**config.mk**
```make
export PLATFORM = sky130hd
export DESIGN_NAME = fp16_norm_round
export DESIGN_NICKNAME = d
export VERILOG_FILES = /design/src/rtl/fp16_pkg.sv /design/src/rtl/fp16_lzc.sv /design/src/rtl/fp16_norm_round.sv
export SDC_FILE = /design/constraint.sdc
export NUM_CORES = 1
export LEC_CHECK = 0
export ABC_AREA = 1
export BUFFER_PORTS_ARGS = -buffer_cell sky130_fd_sc_hd__buf_2
export CORE_ASPECT_RATIO = 1.75
export CORE_MARGIN = 10
export CORE_UTILIZATION = 55
export CTS_CLUSTER_DIAMETER = 100
export DETAILED_ROUTE_END_ITERATION = 8
export PLACE_DENSITY = 0.88
export SLEW_MARGIN = 20
export SYNTH_ARGS = -nofsm -noshare
export SYNTH_HDL_FRONTEND = slang
export SYNTH_SLANG_ARGS = --single-unit
```
**constraint.sdc**
```tcl
create_clock -name clk -period 10.1 [get_ports clk]
set_input_delay 2.02 -clock clk [delete_from_list [all_inputs] [get_ports clk]]
set_output_delay 2.02 -clock clk [all_outputs]
set_load 0.005 [all_outputs]
```
**src/rtl/fp16_pkg.sv**
```systemverilog
// Shared types and constants for the FP16 add back end (normalize, round, pack).
package fp16_pkg;

  localparam int FP16_BIAS    = 15;
  localparam int FP16_EXP_MAX = 31;
  localparam int FP16_EXP_W   = 5;
  localparam int FP16_FRAC_W  = 10;
  localparam int RAW_MAN_W    = 15;
  localparam int WORK_EXP_W   = 6;

  localparam int FLAG_OVERFLOW  = 2;
  localparam int FLAG_UNDERFLOW = 1;
  localparam int FLAG_INEXACT   = 0;

  typedef struct packed {
    logic                   sign;
    logic [FP16_EXP_W-1:0]  exp;
    logic [FP16_FRAC_W-1:0] frac;
  } fp16_t;

  // Working copy of the raw sum; the exponent has one spare bit so overflow is visible
  typedef struct packed {
    logic                  sign;
    logic [WORK_EXP_W-1:0] exp;
    logic [RAW_MAN_W-1:0]  man;
  } raw_sum_t;

  typedef enum logic [1:0] {IDLE, NORM, ROUND, DONE} norm_state_e;

endpackage

```
**src/rtl/fp16_lzc.sv**
```systemverilog
// Leading-zero count over the hidden+fraction bits of the working mantissa.
// An all-zero input reports 11 so the caller can keep pulling up G/R/S bits.
module fp16_lzc (
  input  logic [10:0] bits,
  output logic [3:0]  count
);

  always_comb begin
    count = 4'd11;
    for (int i = 0; i < 11; i++) begin
      if (bits[i]) count = 4'(10 - i);
    end
  end

endmodule

```
**src/rtl/fp16_norm_round.sv**
```systemverilog
// Normalize / round-to-nearest-even / pack stage of the FP16 adder.
// Define FP16_FTZ_EN to flush subnormal results to signed zero.
module fp16_norm_round
  import fp16_pkg::*;
#(
  parameter int SHIFT_STEP = 1
) (
  input  logic        clk,
  input  logic        rst_n,
  input  logic        in_valid,
  output logic        in_ready,
  input  logic        in_sign,
  input  logic [4:0]  in_exp,
  input  logic [14:0] in_man,
  output logic        out_valid,
  input  logic        out_ready,
  output logic [15:0] out_result,
  output logic [2:0]  out_flags
);

  norm_state_e state_q, state_d;
  raw_sum_t    work_q, work_d;
  fp16_t       result_q, result_d;
  logic [2:0]  flags_q, flags_d;

  logic [3:0]  lz;
  logic [5:0]  shamt;
  logic        round_up, inexact, tiny;
  logic [11:0] rounded;
  logic [10:0] round_man;
  logic [5:0]  round_exp;

  fp16_lzc u_lzc (
    .bits  (work_q.man[13:3]),
    .count (lz)
  );

  // Left shift per NORM cycle is bounded by the step size, the zeros left and the exponent floor
  always_comb begin
    shamt = 6'(SHIFT_STEP);
    if ({2'b00, lz} < shamt) shamt = {2'b00, lz};
    if ((work_q.exp - 6'd1) < shamt) shamt = work_q.exp - 6'd1;
  end

  always_comb begin
    round_up  = work_q.man[2] & (work_q.man[1] | work_q.man[0] | work_q.man[3]);
    rounded   = {1'b0, work_q.man[13:3]} + {11'b0, round_up};
    round_man = rounded[11] ? rounded[11:1] : rounded[10:0];
    round_exp = work_q.exp + {5'b0, rounded[11]};
    inexact   = |work_q.man[2:0];
    tiny      = ~work_q.man[13];
  end

  always_comb begin
    state_d  = state_q;
    work_d   = work_q;
    result_d = result_q;
    flags_d  = flags_q;
    case (state_q)
      IDLE: begin
        if (in_valid) begin
          work_d.sign = in_sign;
          work_d.exp  = (in_exp == 5'd0) ? 6'd1 : {1'b0, in_exp};
          work_d.man  = in_man;
          state_d     = NORM;
        end
      end
      NORM: begin
        if (work_q.man == '0) begin
          work_d.sign = 1'b0;
          work_d.exp  = 6'd1;
          state_d     = ROUND;
        end else if (work_q.man[14]) begin
          work_d.man = {1'b0, work_q.man[14:2], work_q.man[1] | work_q.man[0]};
          work_d.exp = work_q.exp + 6'd1;
          state_d    = ROUND;
        end else if (!work_q.man[13] && (work_q.exp > 6'd1)) begin
          work_d.man = work_q.man << shamt;
          work_d.exp = work_q.exp - shamt;
          if (work_d.man[13] || (work_d.exp == 6'd1)) state_d = ROUND;
        end else begin
          state_d = ROUND;
        end
      end
      ROUND: begin
        flags_d = '0;
        if (round_exp >= 6'(FP16_EXP_MAX)) begin
          result_d.sign = work_q.sign;
          result_d.exp  = 5'h1F;
          result_d.frac = '0;
          flags_d[FLAG_OVERFLOW] = 1'b1;
          flags_d[FLAG_INEXACT]  = 1'b1;
        end else if (!round_man[10]) begin
`ifdef FP16_FTZ_EN
          result_d.sign = work_q.sign;
          result_d.exp  = '0;
          result_d.frac = '0;
          flags_d[FLAG_UNDERFLOW] = |work_q.man;
          flags_d[FLAG_INEXACT]   = |work_q.man;
`else
          result_d.sign = work_q.sign;
          result_d.exp  = '0;
          result_d.frac = round_man[9:0];
          flags_d[FLAG_UNDERFLOW] = inexact;
          flags_d[FLAG_INEXACT]   = inexact;
`endif
        end else begin
          // A tiny value that rounds up to the smallest normal still reports underflow
          result_d.sign = work_q.sign;
          result_d.exp  = round_exp[4:0];
          result_d.frac = round_man[9:0];
          flags_d[FLAG_UNDERFLOW] = tiny & inexact;
          flags_d[FLAG_INEXACT]   = inexact;
        end
        state_d = DONE;
      end
      DONE: begin
        if (out_ready) state_d = IDLE;
      end
      default: state_d = IDLE;
    endcase
  end

  always_ff @(posedge clk or negedge rst_n) begin
    if (!rst_n) begin
      state_q  <= IDLE;
      work_q   <= '0;
      result_q <= '0;
      flags_q  <= '0;
    end else begin
      state_q  <= state_d;
      work_q   <= work_d;
      result_q <= result_d;
      flags_q  <= flags_d;
    end
  end

  assign in_ready   = (state_q == IDLE);
  assign out_valid  = (state_q == DONE);
  assign out_result = result_q;
  assign out_flags  = flags_q;

endmodule

```
==> metrics <==
Resize count post-CTS 0; Leak Pwr around 0.0019 uW; Total GRT Usage a little over a fifth; Final Skew 0.0139 ns; drt total wl 9.95 mm; Yosys reg bits 43; EDFF count, synth 0; Post-CTS Setup Inserts 0; Filler cells 580; worst-margin pin slew about 1 ns; drt drc 0; status complete, no violations; commonest non-fill, non-tap cell in the layout nand2_1; sequential-to-total area share from yosys stat 31.2%; IO buf count 45; Crit. Startpoint work_q[16]$_DFFE_PN0P_; unrepaired setup endpoints after global routing false; area delta synth->final 9.40%; Ant. Diodes 0; Max Fanout on Critical Path 13; Max Cap Viol 0; DR WL/cell 15.9 um; Worst Setup End Kind flip-flop; placer's final routability congestion estimate 0.941; post-cts hold buffer count 0; Final Max Tran Viols 0; share of post-route cells with drive strength above 1 about 16%; first-pass GRT wire length 17.0 mm; Flop pwr share 27.4%; H-tree depth 2; FMAX 247 MHz; synthesized area 3450 um^2; total negative slack 0 ns; Sw Share between 50% and 60%; Peak VDD IR between 100 and 150 uV; Slew HR 33.3%; Num CTS Buffers 5; largest net degree at the start of global routing 44; clk sinks 43; Die W 79.8 um; Core Box Area 6130 um^2; die area 9960 um^2; syn_area_per_cell 6.83 um^2; post-synth top area share 31.2%; Reg2Reg Setup Slack 6.06 ns; initial antenna violation count 0; RR Endpoint state_q[1]$_DFFE_PN0P_; Startpoint Class flip-flop; Yosys cell types 44; Post-Syn Instances 505; post-placement cell count 616; Gate power share 64.1%; post-synth top area cell dfrtp_1; Vias/cell 5.74; fin nets slightly below 600; Crit path required time just over 10 ns; PwrDens 361 nW/um^2; Reg area 1080 um^2; GR Overflow Total 0; Final period util 40.0%; Post-Layout Cell Count 624; Multi-input gate area between 2000 and 2500 um^2; CTS tree yes; worst setup path class reg2reg; Clock Tree Root clkbuf_8; Int Pwr a little under 600 uW; Routed Antenna Nets 0; worst reg2reg path startpoint work_q[16]$_DFFE_PN0P_; prevailing post-synth register cell dfrtp_1; critical path arrival 4.25 ns; setup violators final 0; synth warn 0; Min-Delay Path Class reg2reg; Worst setup endpoint state_q[1]$_DFFE_PN0P_; row count 38; cell depth of the worst flop-to-flop path 23; drt pass-1 iters 5; sw power ~760 uW; vias in the first global route approximately 3700; top cells by area, synth dfrtp_1 31%, nand2_1 14%, nand3_1 10%, ha_1 5.8%, nor2_1 5.3%; CTS Buffer Depth 2; clock share of power 8.6%; Starting Density 56.2%; hpwl dp 7.63 mm; final worst path period need 4.04 ns; Vias between 3000 and 4000; Vert. Die Dim 125 um; Reg clk slew, reported paths 0.10 ns; starting DRC count in detailed routing 219; most frequent cells in the layout 133 x nand2_1, 70 x nand3_1, 49 x nor2_1; Hold Fails Final Rpt 0; asr flop ratio synth 100%; I/O pin total 46; clock insertion delay at the later pin of the skew report 0.31 ns
-- sequential cells by signal, indices dropped and copies added, names as in the netlist --
register / count
out_result: 16
out_flags: 3
work_q: 22
state_q: 2
-- critical path, stage by stage (launching register included) --
cell and delay, ns:
dfrtp_1 0.64, inv_1 0.17, ha_1 0.33, inv_1 0.07, ha_1 0.19, inv_1 0.05
nand2_1 0.04, nor2_1 0.10, nand3_1 0.12, nor2_4 0.15, nand3_1 0.13, nand2_2 0.24
ha_1 0.19, inv_1 0.07, fa_1 0.41, xor2_1 0.19, nor3_1 0.16, nand3_1 0.10
nor2_1 0.14, a21oi_1 0.09, nand3_1 0.16, nand2_1 0.09, nand2_1 0.06, nand2_1 0.05
-- layout make-up --
| class | instances | share of cell area, % |
|---|---|---|
| clock buffers | 5 | 1.82 |
| clock inverters | 3 | 0.531 |
| inverters | 52 | 5.24 |
| multi-input cells | 396 | 55.2 |
| flip-flops and latches | 43 | 28.5 |
| well taps | 80 | 2.65 |
| repair buffers | 45 | 5.97 |
-- logic make-up after synthesis --
family | count (synthesis) | synth area share (%)
simple gates | 288 | 38.5
compound gates | 78 | 12.8
buf+inv | 69 | 8.67
flops | 43 | 31.2
fa+ha+maj | 17 | 6.39
xor+xnor | 9 | 2.29
other cells | 1 | 0.109
-- how the worst min path moves through the flow --
stage | cells after the start | end | start | slack [ns]
detailed placement | 2 | out_result[8]$_DFFE_PN0P_ | out_result[8]$_DFFE_PN0P_ | 0.47
global route | 2 | out_result[1]$_DFFE_PN0P_ | out_result[1]$_DFFE_PN0P_ | 0.52
global placement | 2 | out_result[9]$_DFFE_PN0P_ | out_result[9]$_DFFE_PN0P_ | 0.46
finish | 2 | out_result[8]$_DFFE_PN0P_ | out_result[8]$_DFFE_PN0P_ | 0.49
floorplan | 2 | out_result[15]$_DFFE_PN0P_ | work_q[21]$_DFFE_PN0P_ | 0.45
CTS | 2 | out_result[8]$_DFFE_PN0P_ | out_result[8]$_DFFE_PN0P_ | 0.49
-- power by group through the flow --
stage / Clock, uW / Combinational (uW) / Sequential [uW]
floorplan: 0 / 688 / 329
global placement: 0 / 843 / 370
detailed placement: 0 / 862 / 373
CTS: 117 / 868 / 369
global route: 125 / 1000 / 382
finish: 117 / 872 / 372
-- per-stage QoR --
stage	hold WS, ns	utilization [%]	worst slack [ns]	total power (uW)	cell area (um^2)
finish	0.487	61.5	6.06	1360	3770
CTS	0.494	61.5	6.16	1350	3770
global placement	0.460	60.0	6.37	1210	3680
floorplan	0.450	-	6.67	1020	3460
global route	0.522	61.5	5.75	1510	3770
detailed placement	0.474	60.0	6.18	1240	3680
-- synth_stat cells, types with 2 or more instances --
library cell	count
a22oi_1	3
nor3_1	4
nand2_1	133
xor2_1	7
inv_1	41
xnor2_1	2
a211oi_1	2
dfrtp_1	43
nand3_1	70
nand4_1	8
o31ai_1	3
o221ai_1	2
o22ai_1	3
buf_2	3
inv_2	9
o21ai_0	22
nand3_2	2
a21oi_1	30
clkbuf_1	9
nor2_1	49
nand2_2	7
nor2_4	2
o211ai_1	3
buf_6	4
nor2_8	2
or2_2	2
nor4_1	2
nor2_2	2
o21ai_1	6
ha_1	16
-- layer usage --
layer  vias up  part of all wire (%)  GRT usage, %
li1       1742                     -             -
met1      1643                    36          21.3
met2       138                    52          35.9
met3        59                   4.7          4.05
met4         0                   7.2          15.4
met5         -                     0             0
No activity file was read; power rests on OpenSTA's default activity.
